<file path="src/rtl/ttt_pkg.sv">
// Shared types and constants for the tic-tac-toe move controller.
// Cell k of the 3x3 board maps to bit k, row-major from the top-left corner.
package ttt_pkg;

  typedef enum logic [2:0] {
    WAIT_MOVE,
    VALIDATE,
    COMMIT,
    CHECK,
    DONE
  } state_e;

  localparam int NUM_CELLS = 9;

  localparam logic PLAYER_X = 1'b0;
  localparam logic PLAYER_O = 1'b1;

  localparam logic [1:0] WIN_NONE = 2'b00;
  localparam logic [1:0] WIN_X    = 2'b01;
  localparam logic [1:0] WIN_O    = 2'b10;
  localparam logic [1:0] WIN_DRAW = 2'b11;

  // Index 0..2 rows, 3..5 columns, 6..7 diagonals.
  localparam logic [7:0][NUM_CELLS-1:0] WIN_LINES = {
    9'h054, 9'h111,
    9'h124, 9'h092, 9'h049,
    9'h1C0, 9'h038, 9'h007
  };

endpackage

</file>
<file path="src/rtl/ttt_win_check.sv">
// Combinational three-in-a-row detector for a single player's board.
module ttt_win_check
  import ttt_pkg::*;
(
  input  logic [NUM_CELLS-1:0] board_i,
  output logic                 win_o
);

  always_comb begin
    win_o = 1'b0;
    for (int l = 0; l < 8; l++) begin
      if ((board_i & WIN_LINES[l]) == WIN_LINES[l]) begin
        win_o = 1'b1;
      end
    end
  end

endmodule

</file>
<file path="src/rtl/ttt_move_controller.sv">
// Game sequencer: accepts moves by handshake, validates, commits them to the
// boards and reports win or draw. All outputs are registered except move_ready.
module ttt_move_controller
  import ttt_pkg::*;
#(
  parameter logic FIRST_PLAYER = 1'b0,
  parameter logic ALT_START    = 1'b1
) (
  input  logic        clock,
  input  logic        reset,
  input  logic        new_game,
  input  logic        move_valid,
  input  logic        move_player,
  input  logic [3:0]  move_pos,
  output logic        move_ready,
  output logic [15:0] pos_en,
  output logic [8:0]  x_board,
  output logic [8:0]  o_board,
  output logic        turn,
  output logic        illegal,
  output logic        game_over,
  output logic [1:0]  winner
);

  state_e               state_q, state_d;
  logic                 movePlayer_q, movePlayer_d;
  logic [3:0]           movePos_q, movePos_d;
  logic [NUM_CELLS-1:0] xBoard_q, xBoard_d;
  logic [NUM_CELLS-1:0] oBoard_q, oBoard_d;
  logic                 turn_q, turn_d;
  logic                 start_q, start_d;
  logic                 illegal_q, illegal_d;
  logic                 gameOver_q, gameOver_d;
  logic [1:0]           winner_q, winner_d;
  logic [15:0]          posEn_q, posEn_d;

  logic [15:0]          posOneHot;
  logic                 occupied;
  logic                 moveIllegal;
  logic                 boardFull;
  logic                 lineWin;
  logic                 accept;
  logic [NUM_CELLS-1:0] checkBoard;

  // The one-hot form doubles as an occupancy mask; positions 9..15 land outside the board bits.
  assign posOneHot   = 16'd1 << movePos_q;
  assign occupied    = |(posOneHot[NUM_CELLS-1:0] & (xBoard_q | oBoard_q));
  assign moveIllegal = (movePlayer_q != turn_q) || (movePos_q > 4'd8) || occupied;
  assign boardFull   = &(xBoard_q | oBoard_q);
  assign accept      = move_valid & move_ready & ~new_game;
  assign checkBoard  = (turn_q == PLAYER_O) ? oBoard_q : xBoard_q;

  ttt_win_check u_winCheck (
    .board_i (checkBoard),
    .win_o   (lineWin)
  );

  always_ff @(posedge clock) begin
    if (reset) begin
      state_q <= WAIT_MOVE;
    end else begin
      state_q <= state_d;
    end
  end

  always_comb begin
    state_d = state_q;
    if (new_game) begin
      state_d = WAIT_MOVE;
    end else begin
      case (state_q)
        WAIT_MOVE: if (accept) state_d = VALIDATE;
        VALIDATE:  state_d = moveIllegal ? WAIT_MOVE : COMMIT;
        COMMIT:    state_d = CHECK;
        CHECK:     state_d = (lineWin || boardFull) ? DONE : WAIT_MOVE;
        DONE:      state_d = DONE;
        default:   state_d = WAIT_MOVE;
      endcase
    end
  end

  always_comb begin
    move_ready   = (state_q == WAIT_MOVE);
    movePlayer_d = movePlayer_q;
    movePos_d    = movePos_q;
    xBoard_d     = xBoard_q;
    oBoard_d     = oBoard_q;
    turn_d       = turn_q;
    start_d      = start_q;
    illegal_d    = 1'b0;
    gameOver_d   = gameOver_q;
    winner_d     = winner_q;
    posEn_d      = 16'd0;
    if (new_game) begin
      start_d    = ALT_START ? ~start_q : start_q;
      turn_d     = start_d;
      xBoard_d   = '0;
      oBoard_d   = '0;
      gameOver_d = 1'b0;
      winner_d   = WIN_NONE;
    end else begin
      case (state_q)
        WAIT_MOVE: begin
          if (accept) begin
            movePlayer_d = move_player;
            movePos_d    = move_pos;
          end
        end
        VALIDATE: illegal_d = moveIllegal;
        COMMIT: begin
          posEn_d = posOneHot;
          if (turn_q == PLAYER_O) begin
            oBoard_d = oBoard_q | posOneHot[NUM_CELLS-1:0];
          end else begin
            xBoard_d = xBoard_q | posOneHot[NUM_CELLS-1:0];
          end
        end
        CHECK: begin
          // A completed line on the ninth cell must win over the full-board draw.
          if (lineWin) begin
            winner_d   = (turn_q == PLAYER_O) ? WIN_O : WIN_X;
            gameOver_d = 1'b1;
          end else if (boardFull) begin
            winner_d   = WIN_DRAW;
            gameOver_d = 1'b1;
          end else begin
            turn_d = ~turn_q;
          end
        end
        default: ;
      endcase
    end
  end

  always_ff @(posedge clock) begin
    if (reset) begin
      movePlayer_q <= 1'b0;
      movePos_q    <= 4'd0;
      xBoard_q     <= '0;
      oBoard_q     <= '0;
      turn_q       <= FIRST_PLAYER;
      start_q      <= FIRST_PLAYER;
      illegal_q    <= 1'b0;
      gameOver_q   <= 1'b0;
      winner_q     <= WIN_NONE;
      posEn_q      <= 16'd0;
    end else begin
      movePlayer_q <= movePlayer_d;
      movePos_q    <= movePos_d;
      xBoard_q     <= xBoard_d;
      oBoard_q     <= oBoard_d;
      turn_q       <= turn_d;
      start_q      <= start_d;
      illegal_q    <= illegal_d;
      gameOver_q   <= gameOver_d;
      winner_q     <= winner_d;
      posEn_q      <= posEn_d;
    end
  end

  assign pos_en    = posEn_q;
  assign x_board   = xBoard_q;
  assign o_board   = oBoard_q;
  assign turn      = turn_q;
  assign illegal   = illegal_q;
  assign game_over = gameOver_q;
  assign winner    = winner_q;

endmodule

</file>
<file path="config.mk">
export PLATFORM = sky130hd
export DESIGN_NAME = ttt_move_controller
export DESIGN_NICKNAME = d
export VERILOG_FILES = /design/src/rtl/ttt_pkg.sv /design/src/rtl/ttt_win_check.sv /design/src/rtl/ttt_move_controller.sv
export SDC_FILE = /design/constraint.sdc
export NUM_CORES = 1
export LEC_CHECK = 0
export CORE_MARGIN = 1.5
export CORE_UTILIZATION = 25
export CTS_CLUSTER_SIZE = 10
export DETAILED_ROUTE_END_ITERATION = 8
export DONT_BUFFER_PORTS = 1
export PLACE_DENSITY = 0.39
export SYNTH_ARGS = -nofsm -noshare
export SYNTH_HDL_FRONTEND = slang
export SYNTH_HIERARCHICAL = 1
export SYNTH_SLANG_ARGS = --single-unit
</file>
<file path="constraint.sdc">
create_clock -name clock -period 3.1 [get_ports clock]
set_clock_uncertainty 0.15 [all_clocks]
set_input_delay 0.155 -clock clock [delete_from_list [all_inputs] [get_ports clock]]
set_output_delay 0.155 -clock clock [all_outputs]
set_load 0.01 [all_outputs]
</file>
==> impl_metrics.ini <==
[logic_synthesis]
post_synthesis_cells = 224
synth_area_per_cell_um2 = 9.03
synth_fa_ha_area_frac = 0
synth.yosys.seq_area_share = 0.475
syn_nets = 233
synthArstFlopShare = 0
synthesis.area_mm2 = 0.00202
synth_compound_area_frac = 0.135
synth.yosys.warnings = 6
synth_cell_types = 49
synth_simple_gate_area_share = 0.274
synth_top_family_by_area = simple AND/OR/NAND/NOR gates
synth-xor-area-share = 0.00866
dominantRegCellSynth = sky130_fd_sc_hd__dfxtp_1
synth_edf_count = 0
ffs_latches_synth = 48
synthMuxAreaShare = 0.0749

[layout]
finalNonFillerCells = 331
fin_nets = 238
fillCellCount = 855
final_design_area_no_fill_mm2 = 0.00229
num_antenna_cells = 0
area_growth_syn_to_layout_pct = 13.1
share_of_layout_cells_above_drive_strength_1 = 0.127

[sta]
totalNegativeSetupSlack_ns = 0
final_period_minus_worst_setup_slack_ns = 2.65
grt_setup_unrepaired = no
slew_violations = 0
finalCritPeriodShare = 0.856
maxSlewHeadroom = 0.597
fmax_mhz = 377
finalSetupViolCount = 0
slew_of_the_pin_with_the_lowest_slew_margin_ns = 0.603
whs_ns = 0.0110
timing.final.ws_setup_ns = 0.448
report.final.hold_viol_count = 0

[power]
static_leak_nw = 0.789
power_per_cell_area_mw_per_mm2 = 487
ir_worst_vdd_mv = 0.130

[setup_path]
r2r_cell_count = 8
type_of_the_setup_path_with_the_least_slack = register to register
worst-endpoint-arrival_ns = 2.68
cp.required_ns = 3.13
critPathLaunchType = register
worst-path-max-fanout = 12
cp-end-kind = register
cp_slowest_stage_delay_ns = 0.69
critical_path_cell_sequence = mux2_2, a22o_1, a22oi_1, nand2_1, nor4bb_1, nand3b_1, a21oi_1, nor4_1
cp_top_family = simple AND/OR/NAND/NOR gates
crit_buf_inv = 0
worstSetupPathDepth = 8
critPathSlowestCell = sky130_fd_sc_hd__dfxtp_1
crit_end = turn
regToRegSetupSlack_ns = 0.45
cp-startpoint = turn
critical_path.reg2reg.endpoint = turn
r2r_start = turn

[flow_run]
drv.max_cap_violation_count = 0

[global_routing]
grt_first_pass_wirelength_mm = 8.74
first_global_vias = 1578
grt_util_all_layers = 0.133
grt_start_max_net_pins = 21
grt_overflow_total = 0
grt_antenna_before_repair = 0

[die]
num_io_pins = 49
floorplan.die.width_um = 92.9
dieHeight_um = 92.9
row_count = 32
floorplan.core_area_mm2 = 0.00777
start_util = 0.260
design.die.area_mm2 = 0.00864

[place]
post-place-ws_ns = 0.473
portBuffers = 0
dpl_cell_area_mm2 = 0.00210
gp_congestion = 0.864
dpl.hpwl_mm = 4.01
placed_cells = 315

[clock_tree]
clkTransAtPathRegs_ns = 0.09
post-cts-setup-buffer-count = 0
sinks_on_clock_net = 48
clk_latency_ns = 0.30
root_buffer = sky130_fd_sc_hd__clkbuf_8
cts_tree = done
cts_inserted_buffers = 5
number_of_buffers_between_clock_root_and_the_deepest_sink = 2
cts.htree.levels = 2
cts.repair.resized = 0

[routing]
routed-via-count = 1597
finalWirelength_mm = 5.47
route.layer.met1.wl_mm = 2.48
vias_per_cell = 4.82
antenna_left = 0
wl_met3_um = 372
drt_drc_violations_left = 0
dr.max_layer_used = met4
wl_per_cell_um = 16.5
detail_route.iter0.violations = 132
met2RoutedLength_mm = 2.54
dr.pass1.iters = 4

[worst_hold_path]
worst_hold_path_type = input pin to register

[run_status]
run_status = complete, no violations
-- state kept, by name, summed over array words and instances, names as in the netlist, 2 cells and up --
register and cells:
movePos_q 4, o_board 9, pos_en 16, state_q 3, winner 2, x_board 9
-- metrics by stage --
stage               utilization  power, mW
floorplan                     -      0.705
global placement          0.270      0.715
detailed placement        0.270      0.715
CTS                       0.294       1.13
global route              0.294       1.16
finish                    0.294       1.11
-- placed cells by master (no fill, tap or decap), types with 2 or more instances in the layout --
master	n
sky130_fd_sc_hd__nor3_1	7
sky130_fd_sc_hd__inv_1	2
sky130_fd_sc_hd__xnor2_1	2
sky130_fd_sc_hd__a21oi_1	23
sky130_fd_sc_hd__mux2_2	9
sky130_fd_sc_hd__clkbuf_8	7
sky130_fd_sc_hd__a22oi_1	3
sky130_fd_sc_hd__a22o_1	3
sky130_fd_sc_hd__o22ai_1	3
sky130_fd_sc_hd__o21ai_0	6
sky130_fd_sc_hd__and2_1	2
sky130_fd_sc_hd__nand3_1	3
sky130_fd_sc_hd__nand4bb_1	2
sky130_fd_sc_hd__and3_1	3
sky130_fd_sc_hd__mux2i_1	5
sky130_fd_sc_hd__nor4_1	2
sky130_fd_sc_hd__nor2_1	50
sky130_fd_sc_hd__or3_1	2
sky130_fd_sc_hd__nand2_1	6
sky130_fd_sc_hd__nor4_2	2
sky130_fd_sc_hd__dfxtp_1	48
sky130_fd_sc_hd__dlygate4sd3_1	9
sky130_fd_sc_hd__nor2_2	2
sky130_fd_sc_hd__nand2b_1	3
sky130_fd_sc_hd__nand3b_1	2
-- power by group --
part / internal, mW / switching, mW / total (mW)
Sequential: 0.623 / 0.0181 / 0.641
Clock: 0.199 / 0.201 / 0.399
Combinational: 0.0342 / 0.0372 / 0.0714
-- per-layer routing --
layer	GRT usage	vias up
met4	0.0556	0
met1	0.171	754
li1	-	797
met3	0.0411	7
met2	0.205	39
met5	0	-
-- logic make-up after synthesis --
family                    count (synthesis)
muxes                                    14
AOI/OAI and AO/OA                        45
xor gates and xnor gates                  2
DFF                                      48
and+or+nand+nor                         101
buffers and inverters                    14
-- worst reg2reg max path, stage by stage (launching register included) --
cell and delay (ns):
sky130_fd_sc_hd__dfxtp_1 0.69, sky130_fd_sc_hd__mux2_2 0.42, sky130_fd_sc_hd__a22o_1 0.24, sky130_fd_sc_hd__a22oi_1 0.19
sky130_fd_sc_hd__nand2_1 0.16, sky130_fd_sc_hd__nor4bb_1 0.37, sky130_fd_sc_hd__nand3b_1 0.11, sky130_fd_sc_hd__a21oi_1 0.13
sky130_fd_sc_hd__nor4_1 0.06
-- repair_timing --
| action | CTS | global route |
|---|---|---|
| hold buffers | 9 | 0 |
| endpoints found under the hold margin | 13 | 0 |
| setup endpoints to repair | 0 | 0 |
-- how the worst min path moves through the flow --
stage | end | startpoint | cells past startpoint
6_report | turn | new_game | 3
5_1_grt | turn | new_game | 3
4_1_cts | turn | new_game | 3
3_5_place_dp | movePos_q[0] | reset | 1
3_3_place_gp | movePos_q[0] | reset | 1
2_1_floorplan | movePlayer_q | move_player | 2
-- area by class of cell --
class | instances | area [um2] | share of cell area
multi-input cells | 162 | 996 | 0.436
flip-flops and latches | 48 | 961 | 0.420
well taps | 102 | 128 | 0.0558
repair buffers | 10 | 97.6 | 0.0427
clock buffers | 7 | 96.3 | 0.0421
inverters | 2 | 7.51 | 0.00328
-- cell usage after synthesis, types with 2 or more instances --
library cell | number | area (um2)
sky130_fd_sc_hd__inv_1 | 2 | 7.51
sky130_fd_sc_hd__a22o_1 | 3 | 26.3
sky130_fd_sc_hd__o21ai_0 | 6 | 30.0
sky130_fd_sc_hd__o22ai_1 | 3 | 18.8
sky130_fd_sc_hd__nand2_1 | 6 | 22.5
sky130_fd_sc_hd__mux2i_1 | 5 | 50.1
sky130_fd_sc_hd__or3_1 | 2 | 12.5
sky130_fd_sc_hd__xnor2_1 | 2 | 17.5
sky130_fd_sc_hd__nor4_2 | 2 | 25.0
sky130_fd_sc_hd__nand3_1 | 3 | 15.0
sky130_fd_sc_hd__and2_1 | 2 | 12.5
sky130_fd_sc_hd__and3_1 | 3 | 18.8
sky130_fd_sc_hd__nor3_1 | 7 | 35.0
sky130_fd_sc_hd__buf_2 | 9 | 45.0
sky130_fd_sc_hd__nor2_1 | 50 | 188
sky130_fd_sc_hd__nand4bb_1 | 2 | 22.5
sky130_fd_sc_hd__a22oi_1 | 3 | 22.5
sky130_fd_sc_hd__nor4_1 | 2 | 12.5
sky130_fd_sc_hd__nand3b_1 | 2 | 15.0
sky130_fd_sc_hd__mux2_2 | 9 | 101
sky130_fd_sc_hd__a21oi_1 | 23 | 115
sky130_fd_sc_hd__nand2b_1 | 3 | 18.8
sky130_fd_sc_hd__dfxtp_1 | 48 | 961
sky130_fd_sc_hd__nor2_2 | 2 | 12.5
(Power assumes the default switching activity.)
